==> src/rtl/sram_ctrl_pkg.sv <==
// sram_ctrl_pkg -- shared types and helpers for the external SRAM initiator.
//   state_t      : controller FSM states
//   SIZE_BYTE/HALF: encodings of req_size
//   lane_decode  : (addr0, size) -> {ubn, lbn} active-low byte-lane strobes
package sram_ctrl_pkg;

  typedef enum logic [2:0] {
    IDLE,
    READ,
    WSETUP,
    WRITE,
    WHOLD
  } state_t;

  localparam logic SIZE_BYTE = 1'b0;
  localparam logic SIZE_HALF = 1'b1;

  // Even byte addresses live on the low lane, odd ones on the high lane.
  function automatic logic [1:0] lane_decode(input logic addr0, input logic size);
    if (size == SIZE_HALF) return 2'b00;
    return {~addr0, addr0};
  endfunction

endpackage

==> src/rtl/sram_ctrl.sv <==
// sram_ctrl -- initiator for an external asynchronous 16-bit SRAM.
// Turns single byte/halfword requests into registered, glitch-free SRAM
// read and write cycles. Writes have one setup and one hold cycle around
// the WEn pulse.
//
// Ports:
//   clk, rst_n                 clock, asynchronous active-low reset
//   req_valid/req_ready        request handshake
//   req_write, req_size        1 = write / 1 = halfword
//   req_addr [W_ADDR:0]        byte address
//   req_wdata[15:0]            write data (byte writes use [7:0])
//   resp_valid, resp_err       one-cycle completion pulse, misaligned flag
//   resp_rdata[15:0]           read data, held until the next read completes
//   sram_a, sram_dq_o, sram_dq_oe, sram_dq_i   address / data pads
//   sram_csn, sram_oen, sram_wen, sram_ubn, sram_lbn  active-low strobes
//
// Build option: define SRAM_CTRL_PIPELINED_READ_EN to accept a following
// aligned read in the last READ cycle so back-to-back reads keep CSn low.
module sram_ctrl
  import sram_ctrl_pkg::*;
#(
  parameter int W_ADDR    = 18,
  parameter int W_DATA    = 16,
  parameter int RD_CYCLES = 2,
  parameter int WR_CYCLES = 2
) (
  input  logic              clk,
  input  logic              rst_n,
  input  logic              req_valid,
  output logic              req_ready,
  input  logic              req_write,
  input  logic              req_size,
  input  logic [W_ADDR:0]   req_addr,
  input  logic [W_DATA-1:0] req_wdata,
  output logic              resp_valid,
  output logic              resp_err,
  output logic [W_DATA-1:0] resp_rdata,
  output logic [W_ADDR-1:0] sram_a,
  output logic [W_DATA-1:0] sram_dq_o,
  output logic              sram_dq_oe,
  input  logic [W_DATA-1:0] sram_dq_i,
  output logic              sram_csn,
  output logic              sram_oen,
  output logic              sram_wen,
  output logic              sram_ubn,
  output logic              sram_lbn
);

  localparam int MAX_CYC = (RD_CYCLES > WR_CYCLES) ? RD_CYCLES : WR_CYCLES;
  localparam int CNT_W   = $clog2(MAX_CYC + 1);
  localparam logic [CNT_W-1:0] RD_LOAD = CNT_W'(RD_CYCLES - 1);
  localparam logic [CNT_W-1:0] WR_LOAD = CNT_W'(WR_CYCLES - 1);

  state_t            state;
  logic [CNT_W-1:0]  cnt;
  logic              size_q;
  logic              addr0_q;
  logic              misaligned;
  logic              last_rd;
  logic              rd_pipe_ok;
  logic [1:0]        lanes;
  logic [W_DATA-1:0] rd_word;

  assign misaligned = (req_size == SIZE_HALF) && req_addr[0];
  assign last_rd    = (state == READ) && (cnt == '0);
  assign lanes      = lane_decode(req_addr[0], req_size);

`ifdef SRAM_CTRL_PIPELINED_READ_EN
  // Only an aligned read may chain onto the strobes already held low.
  assign rd_pipe_ok = last_rd && !req_write && !misaligned;
`else
  assign rd_pipe_ok = 1'b0;
`endif

  assign req_ready = (state == IDLE) || rd_pipe_ok;

  // Byte reads replicate the selected lane into both halves.
  always_comb begin
    rd_word = sram_dq_i;
    if (size_q == SIZE_BYTE)
      rd_word = addr0_q ? {sram_dq_i[15:8], sram_dq_i[15:8]}
                        : {sram_dq_i[7:0],  sram_dq_i[7:0]};
  end

  always_ff @(posedge clk or negedge rst_n) begin
    if (!rst_n) begin
      state      <= IDLE;
      cnt        <= '0;
      size_q     <= SIZE_BYTE;
      addr0_q    <= 1'b0;
      sram_a     <= '0;
      sram_dq_o  <= '0;
      sram_dq_oe <= 1'b0;
      sram_csn   <= 1'b1;
      sram_oen   <= 1'b1;
      sram_wen   <= 1'b1;
      sram_ubn   <= 1'b1;
      sram_lbn   <= 1'b1;
      resp_valid <= 1'b0;
      resp_err   <= 1'b0;
      resp_rdata <= '0;
    end else begin
      resp_valid <= 1'b0;
      resp_err   <= 1'b0;
      case (state)
        IDLE: begin
          if (req_valid) begin
            if (misaligned) begin
              resp_valid <= 1'b1;
              resp_err   <= 1'b1;
            end else begin
              size_q               <= req_size;
              addr0_q              <= req_addr[0];
              sram_a               <= req_addr[W_ADDR:1];
              {sram_ubn, sram_lbn} <= lanes;
              sram_csn             <= 1'b0;
              if (req_write) begin
                sram_dq_o  <= (req_size == SIZE_HALF) ? req_wdata
                                                      : {req_wdata[7:0], req_wdata[7:0]};
                sram_dq_oe <= 1'b1;
                state      <= WSETUP;
              end else begin
                sram_oen <= 1'b0;
                cnt      <= RD_LOAD;
                state    <= READ;
              end
            end
          end
        end

        READ: begin
          if (cnt != '0) begin
            cnt <= cnt - 1'b1;
          end else begin
            resp_rdata <= rd_word;
            resp_valid <= 1'b1;
            if (req_valid && rd_pipe_ok) begin
              // Chained read: strobes stay low, address moves with the capture.
              size_q               <= req_size;
              addr0_q              <= req_addr[0];
              sram_a               <= req_addr[W_ADDR:1];
              {sram_ubn, sram_lbn} <= lanes;
              cnt                  <= RD_LOAD;
            end else begin
              sram_csn <= 1'b1;
              sram_oen <= 1'b1;
              sram_ubn <= 1'b1;
              sram_lbn <= 1'b1;
              state    <= IDLE;
            end
          end
        end

        WSETUP: begin
          sram_wen <= 1'b0;
          cnt      <= WR_LOAD;
          state    <= WRITE;
        end

        WRITE: begin
          if (cnt != '0) begin
            cnt <= cnt - 1'b1;
          end else begin
            sram_wen <= 1'b1;
            state    <= WHOLD;
          end
        end

        WHOLD: begin
          sram_csn   <= 1'b1;
          sram_dq_oe <= 1'b0;
          sram_ubn   <= 1'b1;
          sram_lbn   <= 1'b1;
          resp_valid <= 1'b1;
          state      <= IDLE;
        end

        default: state <= IDLE;
      endcase
    end
  end

endmodule

==> config.mk <==
export PLATFORM = sky130hd
export DESIGN_NAME = sram_ctrl
export DESIGN_NICKNAME = d
export VERILOG_FILES = /design/src/rtl/sram_ctrl_pkg.sv /design/src/rtl/sram_ctrl.sv
export SDC_FILE = /design/constraint.sdc
export NUM_CORES = 1
export LEC_CHECK = 0
export CAP_MARGIN = 20
export CELL_PAD_IN_SITES_DETAIL_PLACEMENT = 1
export CELL_PAD_IN_SITES_GLOBAL_PLACEMENT = 1
export CORE_UTILIZATION = 30
export CTS_CLUSTER_DIAMETER = 60
export DETAILED_ROUTE_END_ITERATION = 16
export PLACE_DENSITY_LB_ADDON = 0.1
export REMOVE_ABC_BUFFERS = 1
export SLEW_MARGIN = 20
export SYNTH_ARGS = -nofsm -noshare
export SYNTH_HDL_FRONTEND = slang
export SYNTH_SLANG_ARGS = --single-unit
==> constraint.sdc <==
create_clock -name clk -period 1.8 [get_ports clk]
set_clock_uncertainty 0.05 [all_clocks]
set_input_delay 0.18 -clock clk [delete_from_list [all_inputs] [get_ports clk]]
set_output_delay 0.18 -clock clk [all_outputs]
set_load 0.1 [all_outputs]
==> results of run 1 <==
path summary, 6_finish.rpt:
path / from / endpoint / slack, ns / depth (start not counted)
worst max register to register: state[2]$_DFFE_PN0P_ / sram_a[12]$_DFFE_PN0P_ / 0.06 / 6
worst min-delay path: rst_n / sram_dq_o[10]$_DFFE_PN0P_ / 0.35 / 3
min in group clk: req_addr[6] / sram_a[5]$_DFFE_PN0P_ / 0.40 / 2
max in group asynchronous: rst_n / sram_csn$_DFFE_PN1P_ / 1.03 / 3
worst max-delay path: state[2]$_DFFE_PN0P_ / req_ready / 0.05 / 4
worst min register to register: sram_dq_o[10]$_DFFE_PN0P_ / sram_dq_o[10]$_DFFE_PN0P_ / 0.44 / 2
through the flow:
| stage | setup WS (ns) | instance area (µm²) | TNS [ns] | util | cells |
|---|---|---|---|---|---|
| global route | -0.004084 | 4410 | -0.004084 | 0.4773 | 496 |
| floorplan | -0.2742 | 2785 | -6.687 | - | 220 |
| detailed placement | 0.03147 | 4175 | 0 | 0.4519 | 478 |
| finish | 0.05241 | 4410 | 0 | 0.4773 | 496 |
| global placement | 0.08394 | 4175 | 0 | 0.4519 | 478 |
| CTS | 0.002565 | 4384 | 0 | 0.4745 | 495 |
cell type report:
class | count | area share
clock buffer | 13 | 0.03603
tap | 129 | 0.03660
sequential | 65 | 0.3702
timing repair buffer | 131 | 0.2857
inverter | 4 | 0.005106
clock inverter | 3 | 0.009078
multi-input combinational | 151 | 0.2573
cells by family after synthesis:
| kind of cell | Yosys count | share of synthesized area |
|---|---|---|
| compound gates | 41 | 0.07760 |
| xor+xnor | 1 | 0.003069 |
| fa+ha+maj | 1 | 0.004383 |
| buf+inv | 15 | 0.03112 |
| flops | 65 | 0.5721 |
| mux | 52 | 0.2100 |
| simple gates | 56 | 0.1017 |
flip-flops by register name (all words and copies together) (netlist names), 2 cells and up:
| signal | count |
|---|---|
| cnt | 2 |
| resp_rdata | 16 |
| sram_a | 18 |
| sram_dq_o | 16 |
| state | 3 |
cells in the mapped netlist (2+ instances only):
master	instances
sky130_fd_sc_hd__a21oi_1	23
sky130_fd_sc_hd__buf_2	4
sky130_fd_sc_hd__buf_6	3
sky130_fd_sc_hd__clkbuf_1	4
sky130_fd_sc_hd__dfrtp_1	60
sky130_fd_sc_hd__dfstp_2	5
sky130_fd_sc_hd__inv_1	3
sky130_fd_sc_hd__mux2_2	14
sky130_fd_sc_hd__mux2_4	12
sky130_fd_sc_hd__mux2i_1	25
sky130_fd_sc_hd__nand2_1	15
sky130_fd_sc_hd__nand2b_1	3
sky130_fd_sc_hd__nor2_1	26
sky130_fd_sc_hd__nor2b_1	4
sky130_fd_sc_hd__o21a_1	2
sky130_fd_sc_hd__o21ai_0	12
sky130_fd_sc_hd__o22a_1	2
worst max-delay path: stages (launching register included):
cell                      delay, ns
sky130_fd_sc_hd__dfrtp_1       0.39
sky130_fd_sc_hd__or3_4         0.44
sky130_fd_sc_hd__inv_8         0.10
sky130_fd_sc_hd__buf_6         0.10
sky130_fd_sc_hd__buf_12        0.16
what timing repair did:
item,in CTS,in global routing
setup buffers,0,1
hold buffers,1,0
endpoints found under the hold margin,60,0
resized for setup,0,2
endpoints found under the setup margin,0,1
metal layers:
metal  global-route usage  up-vias  part of all wire
met2               0.2575       70              0.49
met3              0.05622        9             0.075
met5                    0        -                 0
met1               0.1831     1100              0.42
met4              0.04751        0             0.011
li1                     -     1056                 -
==> impl_summary.md, run 1 <==
Status
The flow ran to the end, and the final reports show no timing, DRC or antenna violations.

CTS
The tree built by TritonCTS fans out to 65 sinks. The clock input transition at the sequential cells of the worst setup and hold paths is 0.07 ns. The longest clock path from root to sink contains 2 buffers. The total CTS buffers is 9. The library cell used as clock root buffer is sky130_fd_sc_hd__clkbuf_8. The H-tree depth reported by CTS is 3. The TritonCTS clock tree is built. At the later pin of the worst-skew pair, clock insertion delay measures 0.33 ns.

Die
The total die area is 9907 µm². The chip height is 99.54 µm. For this design the top-level I/O count stands at 115. For this configuration, the core starts out at a cell density of 0.3089.

The cell row count is 35. The area of the core is 9240 µm². The width of the chip is 99.54 µm.

Global routing
The largest net degree at the start of global routing is 66. The wire length of the first global-routing pass is 11.85 mm. The number of antenna violations at the first check in global routing is 0. The number of global-route vias before repair is 2426. In the global route stage, overall resource usage came out at 0.1533. The total overflow left after global routing is 0.

Routing
The post-route antenna net violation count is 0. The routed layout has 2235 vias. The number of design rule violations left after detail routing is 0. For this block, the routed nets add up to 7.219 mm of wire. The average via count per standard cell is 4.506. The violation count after the first detailed-route iteration is 31. The total iterations of the first detailed-routing run is 4.

Dividing the detail-routed wire length by the instance count gives 14.55 µm.

Logic synthesis
Synthesis produced 231 cells. Synthesis inferred 65 register bits. The synthesized design contains 0 enable-type register cells.

Of the synthesized area, sequential elements account for 0.5721. The total standard cell area after synthesis is 2854 µm². The average size of a mapped cell is 12.35 µm². The fraction of synthesized cell area taken by the top area cell type is 0.5261. During synthesis, Yosys emitted a total of 0 warnings.

Of all cell types, the one taking the most synthesized area is sky130_fd_sc_hd__dfrtp_1. The number of different library cells used by synthesis comes to 31. The fraction of registers with async set or reset after synthesis is 1.000. By area the synthesized netlist is led by sky130_fd_sc_hd__dfrtp_1 (53%), sky130_fd_sc_hd__mux2i_1 (8.8%), sky130_fd_sc_hd__mux2_4 (6.3%), sky130_fd_sc_hd__mux2_2 (5.5%), sky130_fd_sc_hd__dfstp_2 (4.6%).

The most used flip-flop cell after synthesis is sky130_fd_sc_hd__dfrtp_1.

STA
Of the available clock period, the critical path in the final layout requires 0.9709. The final-report max-slew violation count is 0. Timing would allow up to 572.2 MHz. The total of endpoints with negative setup slack in the final report is 0. The max-slew headroom at the worst pin is 0.7583. The count of endpoints failing hold in the final timing report is 0. The pin slew with the least headroom to its limit is 0.3626 ns. The worst hold margin is 0.3526 ns.

Setup repair after global routing could not meet its margin everywhere. The routed design could run at a clock period as short as 1.748 ns.

Layout
Leaving out fill and tap cells, the most frequent cell in the layout is sky130_fd_sc_hd__buf_4. The area occupied by multi-input gates is 1135 µm². The net count of the finished layout is 419. Summing all flip-flop and latch instances after layout gives 1633 µm².

The area growth from synthesis to layout is 54.54%. Counting the fill cells in the layout gives 1009. Leaving out fill and tap cells, the most frequent cells in the layout are sky130_fd_sc_hd__buf_4 (63), sky130_fd_sc_hd__dfrtp_1 (60), sky130_fd_sc_hd__clkdlybuf4s50_1 (54), sky130_fd_sc_hd__nor2_1 (25), sky130_fd_sc_hd__mux2i_1 (25). 0 antenna diodes ended up in the layout.

In the final layout, the share of cells above drive strength 1 is 0.3460.

Setup path
The nature of the critical path endpoint is an output port. STA puts the critical path data arrival time at 1.52 ns. At the worst endpoint, the required time is 1.57 ns.

The maximum fanout along the worst path is 5. The category of the worst setup path launch point is a flip-flop. The critical path class is reg2out.

Run
The max capacitance violation total is 0.

Placement
The final weighted congestion in routability-driven placement is 0.6739. The count of buffers added on input and output ports is 114. Summed over all nets, the half-perimeter wirelength after detailed placement is 5.061 mm.

Hold path
The class of the worst hold path is in2async.
Power of run 1 is not shown: default switching activity piles up to over one toggle a cycle in this logic, so the estimate is an artifact.
==> inputs of run 2 (changes only) <==
CORE_UTILIZATION = 43   (was 30)
DONT_BUFFER_PORTS = 1   (was default)
==> run 2 against run 1 <==
- register-to-register slack improved by 0.04 ns
- sequential share of layout area increased by 3.9 points
- clock-buffer cell count unchanged
- fmax is 1.7% higher
- setup slack improved by 0.029 ns
- flip-flop and latch count did not move
- critical endpoint unchanged
- wire length increased by 8.9%
- die area down 30%
==> impl_summary.md, run 2 (synthesized netlist as in run 1, its figures left out) <==
STA
The post-route fraction of the period consumed by the critical path is 0.9549. The count of endpoints failing hold in the final timing report is 0. The total of endpoints with negative setup slack in the final report is 0. Setup repair after global routing left no endpoint under its margin. The pin slew with the least headroom to its limit is 0.5324 ns. The final-report max-slew violation count is 0. Timing would allow up to 581.8 MHz. The worst path in the final design needs a cycle of 1.719 ns, including I/O delays and setup. Measured against its own limit, the worst slew margin works out to 0.6451.

The worst path meets setup with 0.08109 ns of slack.

Global routing
The largest net degree at the start of global routing is 66. The number of global-route vias before repair is 2468. The overall routing resource usage is 0.2410. For this run the aggregate overflow at the end of global routing stands at 0. The first global-routing pass estimated 12.78 mm of wire. The number of antenna violations at the first check in global routing is 0.

Placement
The number of port buffers is 0. The sum of net half-perimeters after detailed placement is 5.089 mm. The final weighted congestion in routability-driven placement is 0.7467. The total instance count after detailed placement is 361.

The worst slack after detailed placement is -0.03299 ns.

Hold path
In this run the worst hold path is classified as in2reg.

Layout
Counting the fill cells in the layout gives 636. The largest registers in the layout are sram_a x18, resp_rdata x16, sram_dq_o x16. The sequential cell area in the final layout is 1633 µm². The register containing the most flip-flops in the final layout is sram_a. The count of cells in the finished layout, fillers not included, comes to 416. The share of post-route cells with drive strength above 1 is 0.3481. Summing all multi-input logic gate instances after layout gives 1147 µm².

The leading cell type in the layout, fill and taps excluded is sky130_fd_sc_hd__buf_4. In the layout the commonest cells are sky130_fd_sc_hd__buf_4 (62), sky130_fd_sc_hd__dfrtp_1 (60), sky130_fd_sc_hd__dlygate4sd3_1 (37), sky130_fd_sc_hd__nor2_1 (25), sky130_fd_sc_hd__mux2i_1 (25). The number of antenna diodes in the final layout is 0.

From synthesis to final layout, the design area changed by 39.89%. The flip-flop count of the largest register after layout is 18. The final net count is 392.

Setup path
The peak per-stage delay on the critical path is 0.42 ns. The capturing element of the worst setup path is req_ready. In this run the worst path has a maximum fanout of 7.

Tracing the worst setup path back leads to its startpoint at state[1]$_DFFE_PN0P_. The endpoint identified for the worst register-to-register timing path is resp_rdata[4]$_DFFE_PN0P_. The worst reg-to-reg setup slack is 0.10 ns. The category of the worst setup path launch point is a flip-flop.

STA puts the critical path data required time at 1.57 ns. The setup path with the least slack is of type reg2out. The startpoint identified for the worst register-to-register timing path is size_q$_DFFE_PN0P_. Walking the worst path, the cells encountered are or3_4, inv_6, buf_6. Data on the critical path arrives at its endpoint at 1.49 ns. The worst register-to-register path has a depth of 5.

The largest individual stage delay along the critical path comes from the cell sky130_fd_sc_hd__or3_4. The nature of the critical path endpoint is an output port.

CTS
The insertion delay of the later-clocked pin in the worst-skew pair is 0.33 ns. The clock tree synthesis step divided the H-tree into 3 levels. After clock tree synthesis, the clock-pin slew on the worst setup and hold paths is 0.07 ns. The TritonCTS clock tree is built.

The total CTS buffers is 9. The maximum root-to-sink buffer count is 2. CTS saw 65 sinks. The cell sitting at the root of the clock tree is a sky130_fd_sc_hd__clkbuf_8.

Routing
The average via count per standard cell is 5.231. For this block, the routed nets add up to 7.863 mm of wire. The first detailed-routing pass ran for 4 iterations. In the routed design, unresolved DRC markers number 0. The post-route antenna net violation count is 0.

The total vias in the final route is 2176. The detailed-route wire length per cell is 18.90 µm. The violation count after the first detailed-route iteration is 89.

Die
The initial utilization of the core area, before any placement, comes to 0.4469. After floorplanning, the core was sized to cover 6386 µm². The cell row count is 29. The chip height is 83.47 µm.

Pin placement for this block handled 115 I/O pins. Measured along the x axis, the die boundary spans 83.47 µm. The total die area is 6967 µm².

Run
The max capacitance violation total is 0.

Status
The flow ran to the end, and the final reports show no timing, DRC or antenna violations.
run 2: stage by stage:
| step | TNS (ns) | cell area, µm² | hold slack, ns | utilization |
|---|---|---|---|---|
| after floorplan | -6.687 | 2785 | -0.1656 | - |
| after global placement | 0 | 3377 | -0.1637 | 0.5288 |
| after detailed placement | -0.1070 | 3377 | -0.1637 | 0.5288 |
| after CTS | 0 | 3963 | 0.001105 | 0.6205 |
| after global routing | 0 | 3993 | 0.003462 | 0.6252 |
| final | 0 | 3993 | 0.01577 | 0.6252 |
run 2: what timing repair did:
item,CTS,global route
buffers inserted,0,1
endpoints found under the setup margin,8,12
resized for setup,1,0
hold endpoints to repair,100,1
pin swaps,1,1
gates cloned,1,0
hold buffers,37,1
run 2: per-layer routing:
layer | routed length [µm] | global-route usage
met1 | 3122 | 0.2793
met2 | 4123 | 0.4210
met3 | 427 | 0.06133
met4 | 190 | 0.1079
met5 | 0 | 0
run 2: layout make-up:
class,instances,area share
clock buffers,13,0.04231
clock inverters,2,0.003134
inverters,4,0.005014
multi-input cells,152,0.2874
flip-flops and latches,65,0.4090
well taps,77,0.02413
repair buffers,103,0.2291
run 2: critical path: cells and delay by family, from the launching register on:
family	cells	cell delay, ns
buffers and inverters	2	0.35
DFF	1	0.38
and+or+nand+nor	1	0.42
run 2: worst min path at each step:
| stage | from | end | cells after the start |
|---|---|---|---|
| floorplan | rst_n | addr0_q$_DFFE_PN0P_ | 0 |
| global placement | rst_n | cnt[1]$_DFFE_PN0P_ | 0 |
| detailed placement | rst_n | resp_valid$_DFF_PN0_ | 0 |
| CTS | sram_dq_i[14] | resp_rdata[6]$_DFFE_PN0P_ | 2 |
| global route | req_valid | sram_ubn$_DFFE_PN1P_ | 3 |
| finish | sram_dq_i[14] | resp_rdata[6]$_DFFE_PN0P_ | 2 |
Power of run 2 is left out for the same reason.
